**src/rtl/servstolic_qlog.sv**
```systemverilog
// Change logger for the servstolic q vector: timestamps every change of q into a FIFO
// that firmware drains through a classic Wishbone slave port.
module servstolic_qlog #(
  parameter int NQ    = 16,
  parameter int DEPTH = 16,
  parameter int TSW   = 16
) (
  input  logic          wb_clk,
  input  logic          wb_rst_n,
  input  logic [NQ-1:0] q_i,
  input  logic [3:0]    wb_adr_i,
  input  logic [31:0]   wb_dat_i,
  input  logic          wb_we_i,
  input  logic          wb_cyc_i,
  input  logic          wb_stb_i,
  output logic [31:0]   wb_dat_o,
  output logic          wb_ack_o,
  output logic          irq_o
);

  localparam int AW = $clog2(DEPTH);
  localparam int EW = NQ + TSW;

  localparam logic [1:0] REG_STATUS = 2'd0;
  localparam logic [1:0] REG_CTRL   = 2'd1;
  localparam logic [1:0] REG_HEADQ  = 2'd2;
  localparam logic [1:0] REG_HEADT  = 2'd3;

  logic [NQ-1:0]  q_s;
  logic [NQ-1:0]  q_p;
  logic [TSW-1:0] ts;
  logic [AW:0]    wptr;
  logic [AW:0]    rptr;
  logic [AW:0]    count;
  logic [EW-1:0]  mem [DEPTH];
  logic           en;
  logic           ovf;

  logic           empty;
  logic           full;
  logic           acc;
  logic [1:0]     sel;
  logic           ctrl_wr;
  logic           flush;
  logic           pop;
  logic           evt;
  logic           push;
  logic [EW-1:0]  head;
  logic [7:0]     count8;
  logic [31:0]    rdata;
  logic           unused_bits;

  assign count   = wptr - rptr;
  assign empty   = (count == '0);
  assign full    = (count == (AW+1)'(DEPTH));
  assign count8  = 8'(count);
  assign irq_o   = ~empty;

  assign sel     = wb_adr_i[3:2];
  assign acc     = wb_cyc_i & wb_stb_i & ~wb_ack_o;
  assign ctrl_wr = acc & wb_we_i & (sel == REG_CTRL);
  assign flush   = ctrl_wr & wb_dat_i[1];
  assign pop     = acc & ~wb_we_i & (sel == REG_HEADT) & ~empty;

  // A flush discards a coinciding event; a pop in the same cycle makes room in a full FIFO.
  assign evt     = en & (q_s != q_p);
  assign push    = evt & ~flush & (~full | pop);

  assign head    = mem[rptr[AW-1:0]];
  assign unused_bits = ^{wb_adr_i[1:0], wb_dat_i[31:2]};

  always_comb begin
    rdata = '0;
    case (sel)
      REG_STATUS: begin
        rdata[0]    = empty;
        rdata[1]    = full;
        rdata[2]    = ovf;
        rdata[15:8] = count8;
      end
      REG_CTRL:  rdata[0] = en;
      REG_HEADQ: if (!empty) rdata = 32'(head[EW-1:TSW]);
      REG_HEADT: if (!empty) rdata = 32'(head[TSW-1:0]);
      default:   rdata = '0;
    endcase
  end

  always_ff @(posedge wb_clk) begin
    if (push) mem[wptr[AW-1:0]] <= {q_s, ts};
  end

  always_ff @(posedge wb_clk or negedge wb_rst_n) begin
    if (!wb_rst_n) begin
      q_s      <= '0;
      q_p      <= '0;
      ts       <= '0;
      wptr     <= '0;
      rptr     <= '0;
      en       <= 1'b0;
      ovf      <= 1'b0;
      wb_ack_o <= 1'b0;
      wb_dat_o <= '0;
    end else begin
      q_s <= q_i;
      q_p <= q_s;
      ts  <= ts + 1'b1;

      if (push) wptr <= wptr + 1'b1;

      if (flush)    rptr <= wptr;
      else if (pop) rptr <= rptr + 1'b1;

      if (flush)                    ovf <= 1'b0;
      else if (evt && full && !pop) ovf <= 1'b1;

      if (ctrl_wr) en <= wb_dat_i[0];

      // Ack only on the first strobed cycle so every access is a one-cycle pulse.
      if (acc) begin
        wb_ack_o <= 1'b1;
        wb_dat_o <= rdata;
      end else begin
        wb_ack_o <= 1'b0;
        wb_dat_o <= '0;
      end
    end
  end

endmodule

```
**config.mk**
```make
export PLATFORM = sky130hd
export DESIGN_NAME = servstolic_qlog
export DESIGN_NICKNAME = d
export VERILOG_FILES = /design/src/rtl/servstolic_qlog.sv
export SDC_FILE = /design/constraint.sdc
export NUM_CORES = 1
export LEC_CHECK = 0
export ABC_CLOCK_PERIOD_IN_PS = 7320
export BUFFER_PORTS_ARGS = -buffer_cell sky130_fd_sc_hd__buf_2
export CORE_UTILIZATION = 33
export DETAILED_ROUTE_END_ITERATION = 10
export SLEW_MARGIN = 40
export SYNTH_ARGS = -nofsm -noshare
export SYNTH_HDL_FRONTEND = slang
export SYNTH_SLANG_ARGS = --single-unit
```
**constraint.sdc**
```tcl
create_clock -name wb_clk -period 7.32 [get_ports wb_clk]
set_input_delay 1.464 -clock wb_clk [delete_from_list [all_inputs] [get_ports wb_clk]]
set_output_delay 1.464 -clock wb_clk [all_outputs]
set_load 0.02 [all_outputs]
```
==> flow_metrics.env <==
export IMPL_core_um2=67600
export IMPL_worstSetupEndpointType="output port"
export IMPL_fill_cells=6040
export IMPL_layout_setup_ws_ns=2.67
export IMPL_maxCapViolCount=0
export IMPL_combPwrFrac_pct=23.7
export IMPL_syn_avg_cell_area_um2=21.1
export IMPL_internal_power_mw=6.68
export IMPL_ys_seq_area_share_pct=76.3
export IMPL_power_density_nw_per_um2=362
export IMPL_cts_sinks=589
export IMPL_drive_gt1_share_pct=27.6
export IMPL_wire_per_inst_um=24.3
export IMPL_diodes=0
export IMPL_switching_share_pct=29.2
export IMPL_die_h_um=264
export IMPL_htreeDepth=2
export IMPL_insertion_delay_ns=0.63
export IMPL_maxSlewViolCount=0
export IMPL_yosysUniqueCellTypes=50
export IMPL_ios=91
export IMPL_syn2layout_area_growth_pct=14.9
export IMPL_clk_path_buf_depth=3
export IMPL_slew_limit_headroom_pct=43.3
export IMPL_outcome="finished, final reports clean"
export IMPL_ff2ff_path_depth=8
export IMPL_die_area_um2=69800
export IMPL_first_pass_iters=5
export IMPL_cts_root_buf="clkbuf_16"
export IMPL_clkPwrFrac_pct=32.4
export IMPL_dpl_worst_slack_ns=2.43
export IMPL_cts_hold_buffers_added=0
export IMPL_yosysTopAreaCell="edfxtp_1"
export IMPL_yosysMostFrequentCell="edfxtp_1"
export IMPL_crit_arrival_ns=3.19
export IMPL_ant_nets=0
export IMPL_min_to="ovf$_DFFE_PN0P_"
export IMPL_switchingPower_mw=2.76
export IMPL_skew_ns=0.0231
export IMPL_grt_use_total_pct=14.8
export IMPL_yosysWarnings=0
export IMPL_setup_viol=0
export IMPL_die_w_um=264
export IMPL_rsz0062_at_grt="false"
export IMPL_min_path_type="reg -> reg"
export IMPL_clock_fmax_mhz=215
export IMPL_synth_top_cells_by_area="edfxtp_1, mux4_2, dfrtp_1"
export IMPL_wl_um=50900
export IMPL_drcViolationCount=0
export IMPL_path_class="reg -> out"
export IMPL_syn_inst=1077
export IMPL_postCtsSetupBuffers=0
export IMPL_r2r_end="mem[14][20]$_DFFE_PP_"
export IMPL_synth_area_um2=22700
export IMPL_synth_edf_count=512
export IMPL_cts_clk_slew_worst_paths_ns=0.06
export IMPL_routed_via_count=10700
export IMPL_fin_nets=1235
export IMPL_avgViaCountPerCell=5.11
export IMPL_synth_top_area_share_pct=67.8
export IMPL_ys_flop_type="edfxtp_1"
export IMPL_min_delay_start="ovf$_DFFE_PN0P_"
export IMPL_start_kind="flip-flop"
export IMPL_cts_tree="yes"
export IMPL_synth_async_sr_flop_share_pct=13.1
export IMPL_rr_startpoint="rptr[1]$_DFFE_PN0P_"
export IMPL_hold_violations=0
export IMPL_grt_ovfl_total=0
export IMPL_grt_pass1_vias=11000
export IMPL_portBuffers=42
export IMPL_grt_pass1_wl_um=75400
export IMPL_power_leakage_nw=8.65
export IMPL_p_seq_share_pct=43.9
export IMPL_core_rowCount=95
export IMPL_worst_pin_slew_ns=0.847
export IMPL_cts_resized=0
export IMPL_cts_inserted_buffers=60
export IMPL_hold_depth=2
export IMPL_globalplace_congestion=0.796
export IMPL_drt_iter0_markers=905
export IMPL_start_util_pct=33.5
export IMPL_crit_fanout=50
export IMPL_period_needed_ns=4.65
export IMPL_ir_drop_mv=0.216
export IMPL_grt_max_degree=62
export IMPL_antenna_found_initial=1
export IMPL_synthTopCellsByCount="edfxtp_1, mux4_2, dfrtp_1"
export IMPL_hpwl_um=29100
export IMPL_r2r_slack_ns=2.75
export IMPL_fin_setup_tns_ns=0
export IMPL_fin_crit_sh_pct=63.5
export IMPL_required_ns=5.86
export IMPL_synth_seq_cells=589
==> metrics by stage <==
stage	power (mW)	hold slack [ns]	area, um^2	util (%)	std cells
after floorplan	5.77	0.455	22700	-	1092
after global placement	6.46	0.486	24000	35.5	1976
after detailed placement	6.50	0.489	24100	35.6	1978
after CTS	9.56	0.500	26100	38.5	2092
after global routing	9.84	0.527	26100	38.5	2092
final	9.44	0.499	26100	38.5	2092
==> sequential cells by signal (all words and copies together), names as in the netlist <==
signal    cells
en            1
mem         512
ovf           1
q_p          16
q_s          16
rptr          5
ts           16
wb_ack_o      1
wb_dat_o     16
wptr          5
==> cells by family after synthesis <==
logic type,count (synthesis),synth area share [%]
compound gates,62,1.95
other cells,1,0.0165
buf+inv,72,1.84
xor+xnor,42,1.62
simple gates,149,3.11
mux,151,14.5
fa+ha+maj,11,0.640
flops,589,76.3
==> cell type report <==
cell class / count / area [um^2] / area share [%]
well taps: 873 / 1090 / 4.19
flip-flops and latches: 589 / 17300 / 66.4
inverters: 10 / 37.5 / 0.144
multi-input cells: 431 / 5130 / 19.7
clock inverters: 36 / 378 / 1.45
clock buffers: 78 / 1610 / 6.18
repair buffers: 75 / 499 / 1.92
==> power by group through the flow <==
stage,registers [mW],logic [mW],clock network (mW)
final,4.14,2.24,3.06
after global routing,4.17,2.41,3.25
after CTS,4.15,2.29,3.13
after detailed placement,4.21,2.28,0
after global placement,4.20,2.26,0
after floorplan,4.09,1.68,0
==> worst max-delay path: stages (launching register included) <==
cell and delay [ns]:
dfrtp_4 0.96, fa_1 0.59, and3b_1 0.20, and4_1 0.20
or2_2 0.31, nand2_1 0.12, buf_2 0.17
==> per-layer routing <==
layer | wire (um) | GRT usage, % | vias up
li1 | - | - | 4563
met1 | 22800 | 20.8 | 5747
met2 | 24400 | 23.6 | 301
met3 | 2780 | 2.78 | 72
met4 | 986 | 4.01 | 2
met5 | 13 | 0 | -
==> cell usage in the layout (no fill, tap or decap), types with 5 or more instances in the layout <==
| master | count |
|---|---|
| edfxtp_1 | 512 |
| mux4_2 | 142 |
| dfrtp_1 | 74 |
| clkbuf_16 | 60 |
| nand2_1 | 59 |
| buf_2 | 41 |
| buf_4 | 29 |
| xor2_1 | 25 |
| nor2_1 | 17 |
| xnor2_1 | 17 |
| nand3_1 | 16 |
| conb_1 | 16 |
| clkbuf_1 | 14 |
| and3_1 | 12 |
| a22oi_1 | 11 |
| nor2_4 | 11 |
| a31oi_1 | 10 |
| ha_1 | 10 |
| clkinv_1 | 10 |
| clkinv_2 | 10 |
| inv_1 | 9 |
| a21oi_1 | 9 |
| a22o_1 | 8 |
| and4_1 | 6 |
| o21ai_0 | 6 |
| bufinv_16 | 6 |
| mux2i_1 | 5 |
==> worst max-delay path by stage <==
stage	cells after the start	to	start	slack (ns)
CTS	6	irq_o	rptr[1]$_DFFE_PN0P_	2.63
global placement	9	mem[12][25]$_DFFE_PP_	wb_adr_i[2]	2.42
floorplan	10	mem[3][0]$_DFFE_PP_	rptr[2]$_DFFE_PN0P_	2.27
finish	6	irq_o	rptr[1]$_DFFE_PN0P_	2.67
detailed placement	9	mem[14][20]$_DFFE_PP_	wb_adr_i[2]	2.43
global route	6	irq_o	rptr[1]$_DFFE_PN0P_	2.52
Power figures use the tool's default switching activity.
